==> src/rtl/mem_arbiter_pkg.sv <==
// Shared types and constants for the cache-to-memory arbiter and its write-back buffer.
package mem_arbiter_pkg;

  localparam int unsigned DEF_ADDR_W = 16;
  localparam int unsigned DEF_LINE_W = 128;

  typedef logic [1:0] owner_t;

  localparam owner_t OWN_NONE = 2'd0;
  localparam owner_t OWN_WB   = 2'd1;
  localparam owner_t OWN_D    = 2'd2;
  localparam owner_t OWN_I    = 2'd3;

  typedef enum logic [1:0] {
    IDLE    = 2'd0,
    ISSUE   = 2'd1,
    WAIT    = 2'd2,
    RECOVER = 2'd3
  } state_t;

endpackage

==> src/rtl/wb_line_buffer.sv <==
// One-entry dirty-line buffer: captures a write-back when empty, freed on write completion.
module wb_line_buffer #(
  parameter int unsigned ADDR_W = 16,
  parameter int unsigned LINE_W = 128
) (
  input  logic              clk,
  input  logic              rst,
  input  logic              we,
  input  logic [ADDR_W-1:0] addr,
  input  logic [LINE_W-1:0] wline,
  input  logic              free,
  output logic              ready,
  output logic [ADDR_W-1:0] buf_addr,
  output logic [LINE_W-1:0] buf_line
);

  // A pulse while full is a protocol error and must not clobber the held line.
  always_ff @(posedge clk or negedge rst) begin
    if (!rst) begin
      ready    <= 1'b1;
      buf_addr <= '0;
      buf_line <= '0;
    end else if (we && ready) begin
      ready    <= 1'b0;
      buf_addr <= addr;
      buf_line <= wline;
    end else if (free) begin
      ready    <= 1'b1;
    end
  end

endmodule

==> src/rtl/mem_arbiter.sv <==
// Shares one pulse-request line memory between I-refill, D-refill and D write-back,
// with write-back-first ordering and an I-side starvation guard.
module mem_arbiter
  import mem_arbiter_pkg::*;
#(
  parameter int unsigned ADDR_W       = DEF_ADDR_W,
  parameter int unsigned LINE_W       = DEF_LINE_W,
  parameter int unsigned STARVE_LIMIT = 4
) (
  input  logic              clk,
  input  logic              rst,
  input  logic              Ic_mem_req,
  input  logic [ADDR_W-1:0] Ic_mem_addr,
  output logic [LINE_W-1:0] F_mem_inst,
  output logic              F_mem_valid,
  input  logic              Dc_mem_req,
  input  logic [ADDR_W-1:0] Dc_mem_addr,
  output logic [LINE_W-1:0] MEM_data_line,
  output logic              MEM_mem_valid,
  input  logic              Dc_wb_we,
  input  logic [ADDR_W-1:0] Dc_wb_addr,
  input  logic [LINE_W-1:0] Dc_wb_wline,
  output logic              Dc_wb_ready,
  output logic              mem_req,
  output logic              mem_we,
  output logic [ADDR_W-1:0] mem_addr,
  output logic [LINE_W-1:0] mem_wline,
  input  logic [LINE_W-1:0] mem_rline,
  input  logic              mem_valid,
  output logic [1:0]        arb_owner
);

  localparam int unsigned CNT_W = $clog2(STARVE_LIMIT + 1);

  state_t            state;
  logic [CNT_W-1:0]  starve_cnt;
  logic [ADDR_W-1:0] wb_addr;
  logic [LINE_W-1:0] wb_line;
  logic              wb_free_c;
  logic              starve_hit_c;
  owner_t            grant_c;

  assign wb_free_c    = (state == WAIT) && mem_valid && (arb_owner == OWN_WB);
  assign starve_hit_c = (starve_cnt == CNT_W'(STARVE_LIMIT));

  wb_line_buffer #(
    .ADDR_W (ADDR_W),
    .LINE_W (LINE_W)
  ) u_wb_buf (
    .clk      (clk),
    .rst      (rst),
    .we       (Dc_wb_we),
    .addr     (Dc_wb_addr),
    .wline    (Dc_wb_wline),
    .free     (wb_free_c),
    .ready    (Dc_wb_ready),
    .buf_addr (wb_addr),
    .buf_line (wb_line)
  );

  // Fixed priority WB > D > I, except a starved I-side overtakes D (never WB).
  always_comb begin
    grant_c = OWN_NONE;
    if (!Dc_wb_ready)                    grant_c = OWN_WB;
    else if (Ic_mem_req && starve_hit_c) grant_c = OWN_I;
    else if (Dc_mem_req)                 grant_c = OWN_D;
    else if (Ic_mem_req)                 grant_c = OWN_I;
  end

  always_ff @(posedge clk or negedge rst) begin
    if (!rst) begin
      state         <= IDLE;
      starve_cnt    <= '0;
      arb_owner     <= OWN_NONE;
      mem_req       <= 1'b0;
      mem_we        <= 1'b0;
      mem_addr      <= '0;
      mem_wline     <= '0;
      F_mem_inst    <= '0;
      F_mem_valid   <= 1'b0;
      MEM_data_line <= '0;
      MEM_mem_valid <= 1'b0;
    end else begin
      F_mem_valid   <= 1'b0;
      MEM_mem_valid <= 1'b0;
      case (state)
        IDLE: begin
          if (!Ic_mem_req || grant_c == OWN_I) begin
            starve_cnt <= '0;
          end else if (grant_c != OWN_NONE && !starve_hit_c) begin
            starve_cnt <= starve_cnt + CNT_W'(1);
          end
          if (grant_c != OWN_NONE) begin
            arb_owner <= grant_c;
            state     <= ISSUE;
            mem_req   <= 1'b1;
            mem_we    <= (grant_c == OWN_WB);
            if (grant_c == OWN_WB) begin
              mem_addr  <= wb_addr;
              mem_wline <= wb_line;
            end else if (grant_c == OWN_D) begin
              mem_addr  <= Dc_mem_addr;
            end else begin
              mem_addr  <= Ic_mem_addr;
            end
          end
        end
        ISSUE: begin
          mem_req <= 1'b0;
          state   <= WAIT;
        end
        WAIT: begin
          if (mem_valid) begin
            if (arb_owner == OWN_I) begin
              F_mem_inst  <= mem_rline;
              F_mem_valid <= 1'b1;
            end else if (arb_owner == OWN_D) begin
              MEM_data_line <= mem_rline;
              MEM_mem_valid <= 1'b1;
            end
            state <= RECOVER;
          end
        end
        RECOVER: begin
          arb_owner <= OWN_NONE;
          state     <= IDLE;
        end
        default: state <= IDLE;
      endcase
    end
  end

endmodule

==> config.mk <==
export PLATFORM = sky130hd
export DESIGN_NAME = mem_arbiter
export DESIGN_NICKNAME = d
export VERILOG_FILES = /design/src/rtl/mem_arbiter_pkg.sv /design/src/rtl/wb_line_buffer.sv /design/src/rtl/mem_arbiter.sv
export SDC_FILE = /design/constraint.sdc
export NUM_CORES = 1
export LEC_CHECK = 0
export BUFFER_PORTS_ARGS = -buffer_cell sky130_fd_sc_hd__buf_2
export CORE_AREA = 10 10 271 273
export CTS_CLUSTER_DIAMETER = 80
export DETAILED_ROUTE_END_ITERATION = 8
export DIE_AREA = 0 0 281 283
export REMOVE_ABC_BUFFERS = 1
export SLEW_MARGIN = 20
export SYNTH_ARGS = -nofsm -noshare
export SYNTH_HDL_FRONTEND = slang
export SYNTH_SLANG_ARGS = --single-unit
==> constraint.sdc <==
create_clock -name clk -period 5.8 [get_ports clk]
set_input_delay 1.74 -clock clk [delete_from_list [all_inputs] [get_ports clk]]
set_output_delay 1.74 -clock clk [all_outputs]
set_load 0.02 [all_outputs]
After elaboration in Yosys (flattened, before gate mapping)
Cells that the tools add are included.
{ "totals": {"regBits": 556, "input_bits": 310, "output_inout_bits": 407, "word_cells": 74} }
{ "op_classes": {"n_addsub": 1, "eq_ne": 12, "mux": 24, "bitwise_logic": 1, "n_reduce_logical": 22} }
{ "ops": {"columns": ["operator", "n"], "rows": [
  ["$mux W16", 2],
  ["$mux W2", 7],
  ["$eq A2 B2 Y1 const B", 6],
  ["$mux W1", 10],
  ["$reduce_and A2 Y1", 5],
  ["$reduce_bool A2 Y1", 5],
  ["$pmux W2 S4", 1],
  ["$eq A2 B1 Y1 const B", 3],
  ["$mux W3", 2],
  ["$reduce_and A3 Y1", 2],
  ["$logic_and A1 B1 Y1", 5],
  ["$ne A2 B2 Y1 const B", 2],
  ["$pmux W2 S2", 1],
  ["$reduce_and A4 Y1", 1],
  ["$add A3 B1 Y3 const B", 1],
  ["$eq A3 B3 Y1 const B", 1],
  ["$logic_not A1 Y1", 2],
  ["$logic_not A2 Y1", 1],
  ["$pmux W1 S2", 1],
  ["$logic_or A1 B1 Y1", 1],
  ["$not A1 Y1", 1]
]} }

Logic depth before layout (Yosys ltp)
Gate-level depths: netlist (run 1).
{ "depth": {"word_depth": 8, "ltp_mapped": 8, "depth_no_buf": 6} }

Modules after synthesis
A second synthesis (run 1) with hierarchy kept.
{ "hier_totals": {"hier_cells": 1292, "hier_area_um2": 21474.3} }
{ "by_module_without_submodules": {"columns": ["mod", "instances", "cells_per_inst", "area_each_um2"], "rows": [
  ["mem_arbiter", 1, 985, 16084.2],
  ["wb_line_buffer", 1, 307, 5390.2]
]} }

Least setup slack after synthesis (run 1)
Ideal clock, no wire load.
{ "synth_path": {"kind": "input to register", "startpoint": "in mem_valid", "endpoint": "reg MEM_data_line[100]", "setup_time_ns": 0.125, "t_arrival_ns": 2.776, "setup_slack_ns": 2.899, "stages": 6, "cell_sequence": "nand3_1 > or2_2 > inv_1 > buf_4 > buf_4 > mux2_2"} }
{ "synth_via": {"elab_chain_cells": 1} }
{ "synth_rtl": {"columns": ["element", "line_no", "source"], "rows": [
  ["start, declared", "mem_arbiter.sv:29", "input logic mem_valid,"],
  ["$reduce_and A4 Y1 (no line)", null, null],
  ["end signal, assigned", "mem_arbiter.sv:118", "MEM_data_line <= mem_rline;"],
  ["end, declared", "mem_arbiter.sv:18", "output logic [LINE_W-1:0] MEM_data_line,"]
]} }
No other way between the ends.
A chain may end at the register's enable or synchronous reset.

Worst setup path in the final report (run 1)
{ "layout_path": {"startpoint": "reg u_wb_buf.ready", "endpoint": "out Dc_wb_ready"} }
{ "layout_lines": {"columns": ["element", "line_no", "source"], "rows": [
  ["start, declared", "wb_line_buffer.sv:12", "output logic ready,"],
  ["start signal, assigned", "wb_line_buffer.sv:20", "ready <= 1'b1;"],
  ["start signal, assigned", "wb_line_buffer.sv:24", "ready <= 1'b0;"],
  ["start signal, assigned", "wb_line_buffer.sv:28", "ready <= 1'b1;"],
  ["end, declared", "mem_arbiter.sv:23", "output logic Dc_wb_ready,"]
]} }
No word-level cell between the ends.

==> results.md, run 1 <==
- Via count: 13800
- RSZ-0062 raised after global routing: false
- CTS sink cnt: approximately 560
- Simple-gate share of the synthesized area: under 10%
- Tcrit/Tclk final: 64.1%
- Final antenna-violating net count: 0
- Post-synth EDFFs: 0
- First drt pass iteration count: 4
- Top cells by area, synth: dfrtp_1 66%, mux2_2 28%, buf_2 1.0%
- Total leakage power: 0.0144 µW
- Crit path capture: Dc_wb_ready
- RR Startpoint: state[0]$_DFFE_PN0P_
- H-tree levels: 2
- Metal-1 WL: around 23 mm
- Vias in the first global route: 15300
- Final Skew: about 0.014 ns
- Worst vdd ir: ~0.37 mV
- Mapped Avg Cell Area: roughly 16 µm²
- Tightest Pin Transition: 1.08 ns
- First-pass GRT wire length: between 90 and 100 mm
- Metal2 WL: roughly 33 mm
- Root buffer cell: clkbuf_16
- Final setup violation count: 0
- Share of layout cells above drive strength 1: ~67%
- Crit-path slowest cell: dfstp_2
- Die Ht: 283 µm
- Synth-to-Final Area Change: 31.4%
- Fin crit period: 3.72 ns
- GRT Residual Overflow: 0
- PwrDens: 602 mW/mm²
- Vias per cell: ~4.6
- Max Used Layer: met5
- Die span in x: 281 µm
- Area share of the largest cell type after synthesis: between 60 and 70%
- Post-synthesis sequential area ratio: about two thirds
- Type of the worst setup path: flip-flop to output pin
- CP Buf/Inv Count: 1
- Area of the mapped netlist: between 0.02 and 0.025 mm²
- Slowest stage delay, CP: 1.07 ns
- Main combinational cell family by area after synthesis: multiplexers
- Die ar.: a little under 0.08 mm²
- Number of synthesized register bits: 556
- Adder-cell share of the synthesized area: less than 1%
- Row cnt: 96
- Critical path fanouts, max: between 40 and 50
- Critical-path cell list: buf_2
- Synthesis warning total: 0
- Critical Path RT: 4.06 ns
- CP startpoint: u_wb_buf.ready$_DFFE_PN1P_
- Slew Limit Fails: 0
- Placed wire-length estimate: 47.5 mm
- Max_cap viols: 0
- Total GRT Usage: 15.5%
- Setup bufs post-CTS: 0
- Core area: around 0.068 mm²
- Critical Path AT: between 1.5 and 2 ns
- Most common cell after layout, fill and taps aside: buf_2
- FMAX: 0.269 GHz
- CTS tree: built
- DRT iter0 DRCs: 527
- Cell variety after synth: 38
- Worst min path class: flip-flop to flip-flop
- Worst Hold Margin: roughly 0.47 ns
- Xor-xnor portion of the synthesized cell area: 0%
- Overall power: 16800 µW
- Compound-Gate Fraction of Synth Area: approximately 2.5%
- Worst Reg2Reg Path Length in Cells: 5
- Post-synthesis mux area share: around 28%
- Final Hold Fails: 0
- WP depth: 1
- Largest net degree at the start of global routing: approximately 110
- Final WL: between 60 and 70 mm
- FF-to-FF setup slack: about 2.5 ns
- Reg2reg end: mem_wline[83]$_DFFE_PN0P_
- Post-synth top flop: dfrtp_1
- CTS buffer count: roughly 60
- Initial antenna violation count: 29
- CP Launch Type: flip-flop
- Synth Instances: between 1000 and 1500
- IO Count: between 700 and 800
- Clk Latency, worst-skew pair: between 0.6 and 0.7 ns
- Layout Nets: 2334
- Largest delay share family, worst path: flip-flops
- Register area: around 0.014 mm²
- Max clock buf depth: 3
- Reg clk slew, reported paths: ~0.06 ns
- DR DRC count: 0
- Routed wl met3: 5.99 mm
- Highest-count cells in the layout ignoring fill and taps: 715 x buf_2, 555 x dfrtp_1, 529 x mux2_2, 61 x clkbuf_16, 19 x nand2_1
- Slew headroom: ~28%
- I/O Buffers: between 700 and 800
- Routability Congestion: 0.864
- Fraction of registers with async set/reset: 100%
- CP Capture Type: output pin
- Multi-input logic area: between 0.006 and 0.007 mm²
- Cts hold-fix bufs: 0
- Outcome: completed
- Initial Utilization: a little over 30%
- Biggest area consumer among synthesized cells: dfrtp_1
- DR WL/cell: ~21 µm
- Filler Cells Inserted: about 6400
- CTS resizes: 0
==> kinds of logic after synthesis <==
family,Yosys count
mux,531
buf+inv,86
simple gates,52
compound gates,64
flops,556
fa+ha+maj,6
==> layer usage <==
metal,GRT usage [%],vias up
li1,-,6130
met1,16.2,6938
met2,27.3,510
met3,5.98,158
met4,6.53,26
met5,0,-
==> synth_stat cells (2+ instances only) <==
library cell	instances
buf_2	44
a41oi_1	6
mux2i_1	2
or2_2	2
buf_6	2
buf_1	2
a21oi_1	17
a41oi_2	10
mux2_2	529
o211ai_1	16
o21ai_0	3
a21boi_0	2
buf_4	6
nand4_1	18
dfrtp_1	555
nand2_1	20
nand3_1	3
nor2b_1	4
ha_1	6
clkbuf_1	22
inv_1	9
==> state kept, by name, indices dropped and copies added (netlist names), 3 cells and up <==
name and count:
u_wb_buf.buf_line 128, mem_wline 128, mem_addr 16, MEM_data_line 128
u_wb_buf.buf_addr 16, F_mem_inst 128, starve_cnt 3
==> how the worst min path moves through the flow <==
stage / from / endpoint / slack [ns] / cells after the start
finish: mem_we$_DFFE_PN0P_ / mem_we$_DFFE_PN0P_ / 0.47 / 1
floorplan: u_wb_buf.buf_line[0]$_DFFE_PN0P_ / mem_wline[0]$_DFFE_PN0P_ / 0.47 / 1
global placement: mem_we$_DFFE_PN0P_ / mem_we$_DFFE_PN0P_ / 0.47 / 1
global route: mem_we$_DFFE_PN0P_ / mem_we$_DFFE_PN0P_ / 0.49 / 1
detailed placement: mem_we$_DFFE_PN0P_ / mem_we$_DFFE_PN0P_ / 0.46 / 1
CTS: mem_we$_DFFE_PN0P_ / mem_we$_DFFE_PN0P_ / 0.47 / 1
==> metrics by stage <==
stage / setup WS, ns / instances / cell area [µm²] / TNS (ns) / utilization [%]
finish: 2.08 / 2964 / 27800 / 0 / 40.9
global route: 1.96 / 2962 / 27800 / 0 / 40.9
CTS: 2.05 / 2948 / 27800 / 0 / 40.8
detailed placement: 1.83 / 2837 / 25800 / 0 / 37.8
global placement: 1.87 / 2837 / 25800 / 0 / 37.8
floorplan: -1.85 / 1219 / 20800 / -369.92 / -
==> report_power, final <==
part / switching [µW] / internal [µW]
combinational: 3570 / 2750
sequential: 929 / 5680
clock: 1540 / 2290
total: 6040 / 10700
==> cell type report <==
cell class	instances	share of cell area [%]
antenna	16	0.144
clock buffer	92	6.55
clock inverter	19	0.706
inverter	10	0.135
multi-input combinational	653	24.7
sequential	556	50.0
tap	882	3.96
timing repair buffer	736	13.8
(Power assumes the default switching activity.)
==> inputs of run 2 (changes only) <==
- clock period: 5.8 -> 3.08 ns (I/O delays scaled with it)
==> results.md, run 2 (synthesis gave the netlist of run 1 again) <==
- Outcome: completed
- Highest-count cells in the layout ignoring fill and taps: 715 x buf_2, 555 x dfrtp_1, 529 x mux2_2, 61 x clkbuf_16, 27 x buf_4
- Slew Limit Fails: 0 (unchanged)
- FF-to-FF setup slack: 0.81 ns (-1.69 ns)
- Die ar.: 0.0795 mm² (unchanged)
- RSZ-0062 raised after global routing: false
- Routed wl met3: 6.02 mm (+0.42%)
- Placed wire-length estimate: 48.8 mm (+2.7%)
- CP Capture Type: output pin
- WP depth: 1 (unchanged)
- RR Startpoint: state[0]$_DFFE_PN0P_
- Final WL: 64.5 mm (+1.4%)
- CTS tree: built
- Critical Path RT: 2.16 ns (-1.90 ns)
- Total leakage power: 0.0145 µW (+0.84%)
- Die span in x: 281 µm (unchanged)
- CP Launch Type: flip-flop
- Overall power: 31800 µW (+90%)
- Worst min path class: input port to asynchronous set/reset pin
- Via count: 13900 (+1.2%)
- Initial antenna violation count: 24 (-17%)
- Vias per cell: 4.67 (+0.60%)
- Seq pwr share: 39.0% (-0.4 points)
- Slew headroom: 36.6% (+8.5 points)
- Max_cap viols: 0 (unchanged)
- Setup bufs post-CTS: 0 (unchanged)
- Total GRT Usage: 15.8% (+0.29 points)
- Switching share of power: 36.2% (+0.18 points)
- Fin crit period: between 2 and 3 ns
- Tightest Pin Transition: 0.951 ns (-0.128 ns)
- Final worst slack: 0.460 ns (-1.62 ns)
- Final setup violation count: 0 (unchanged)
- IO Count: 717 (unchanged)
- Tcrit/Tclk final: 85.1%
- CTS buffer count: 61 (unchanged)
- Clk Latency, worst-skew pair: 0.61 ns (about the same)
- DRT iter0 DRCs: 609 (+16%)
- Metal2 WL: 32.5 mm (-0.18%)
- First drt pass iteration count: 5 (+1)
- DR DRC count: 0 (unchanged)
- Largest delay share family, worst path: flip-flops
- Cts hold-fix bufs: 0 (unchanged)
- First-pass GRT wire length: 97.2 mm (+1.2%)
- Critical path fanouts, max: 22 (-49%)
- Share of layout cells above drive strength 1: 67.3% (+0.56 points)
- Most common cell after layout, fill and taps aside: buf_2
- Pre-CTS setup slack: 0.434 ns (-1.40 ns)
- PwrDens: 1130 mW/mm² (+88%)
- CP Buf/Inv Count: 1 (unchanged)
- Final Skew: 0.0176 ns (+0.00321 ns)
- Vias in the first global route: 15500 (+1.2%)
- GRT Residual Overflow: 0 (unchanged)
- CP startpoint: u_wb_buf.ready$_DFFE_PN1P_
- I/O Buffers: 716 (unchanged)
- Reg clk slew, reported paths: 0.06 ns (about the same)
- Reg2reg end: mem_addr[15]$_DFFE_PN0P_
- Worst Reg2Reg Path Length in Cells: 5 (unchanged)
- Critical Path AT: 1.70 ns (-0.28 ns)
- Clock power share: 23.0% (about the same)
- P_sw: 11500 µW (+91%)
- Core area: 0.0681 mm² (unchanged)
- Synth-to-Final Area Change: 32.5%
- Metal-1 WL: 23.8 mm (+5.6%)
- Row cnt: 96 (unchanged)
- Root buffer cell: clkbuf_16
- Layout Nets: 2354 (+0.86%)
- Max clock buf depth: 3 (unchanged)
- Placed cell area: 0.0260 mm² (+0.83%)
- CTS resizes: 0 (unchanged)
- Routability Congestion: 0.862 (-0.22%)
- Largest net degree at the start of global routing: 88 (-17%)
- Setup TNS: 0 ns (unchanged)
- Critical-path cell list: buf_2
- FMAX: 0.382 GHz
- Slowest stage delay, CP: 0.81 ns (-0.26 ns)
- Die Ht: 283 µm (unchanged)
- Final Hold Fails: 0 (unchanged)
- Max Used Layer: met5
- Core Util, Final: 41.2% (+0.35 points)
- Worst vdd ir: 0.613 mV (+65%)
- DR WL/cell: 21.6 µm (+0.72%)
- H-tree levels: 2 (unchanged)
- Type of the worst setup path: flip-flop to output pin
- Fin area: 0.0281 mm² (+0.86%)
- Final antenna-violating net count: 0 (unchanged)
- CTS sink cnt: 556 (unchanged)
- Comb power frac: 38.0% (+0.3 points)
- Internal power: 20300 µW (+89%)
- Crit-path slowest cell: dfstp_2
- Initial Utilization: 31.1% (unchanged)
-- run 2: cell count changes in the layout (fill, tap and decap cells not counted), moves of 4 or more --
cell,previous run,this run
buf_12,8,13
buf_4,12,27
clkinvlp_4,0,6
clkbuf_1,13,9
diode_2,16,12
-- run 2: power by group through the flow --
stage / logic (µW) / registers (µW) / clock network, µW
2_1_floorplan: 4510 / 15200 / 0
5_1_grt: 12900 / 12800 / 7860
3_5_place_dp: 12300 / 12500 / 0
6_report: 12100 / 12400 / 7300
4_1_cts: 12300 / 12400 / 7510
3_3_place_gp: 12000 / 12300 / 0
-- run 2: layout make-up --
cell class / instances / area (µm²)
antenna: 12 / 30.0
clock buffer: 87 / 1790
clock inverter: 27 / 263
fill: 6407 / 40000
inverter: 10 / 37.5
multi-input combinational: 653 / 6880
sequential: 556 / 13900
tap: 882 / 1100
timing repair buffer: 756 / 4060
-- run 2: per-stage QoR --
| stage | hold WS [ns] | instances |
|---|---|---|
| after global routing | 0.237 | 2982 |
| after global placement | 0.461 | 2857 |
| after CTS | 0.225 | 2971 |
| after detailed placement | 0.463 | 2857 |
| after floorplan | 0.474 | 1219 |
| final | 0.249 | 2983 |
-- run 2: layer usage --
layer | up-vias | global-route usage [%]
li1 | 6152 | -
met1 | 7072 | 17.2
met2 | 556 | 27.5
met3 | 129 | 5.85
met4 | 24 | 6.06
met5 | - | 0
-- run 2: worst max path at each step --
stage | end
after floorplan | mem_wline[0]$_DFFE_PN0P_
after global placement | mem_addr[2]$_DFFE_PN0P_
after detailed placement | mem_addr[1]$_DFFE_PN0P_
after CTS | Dc_wb_ready
after global routing | Dc_wb_ready
final | Dc_wb_ready
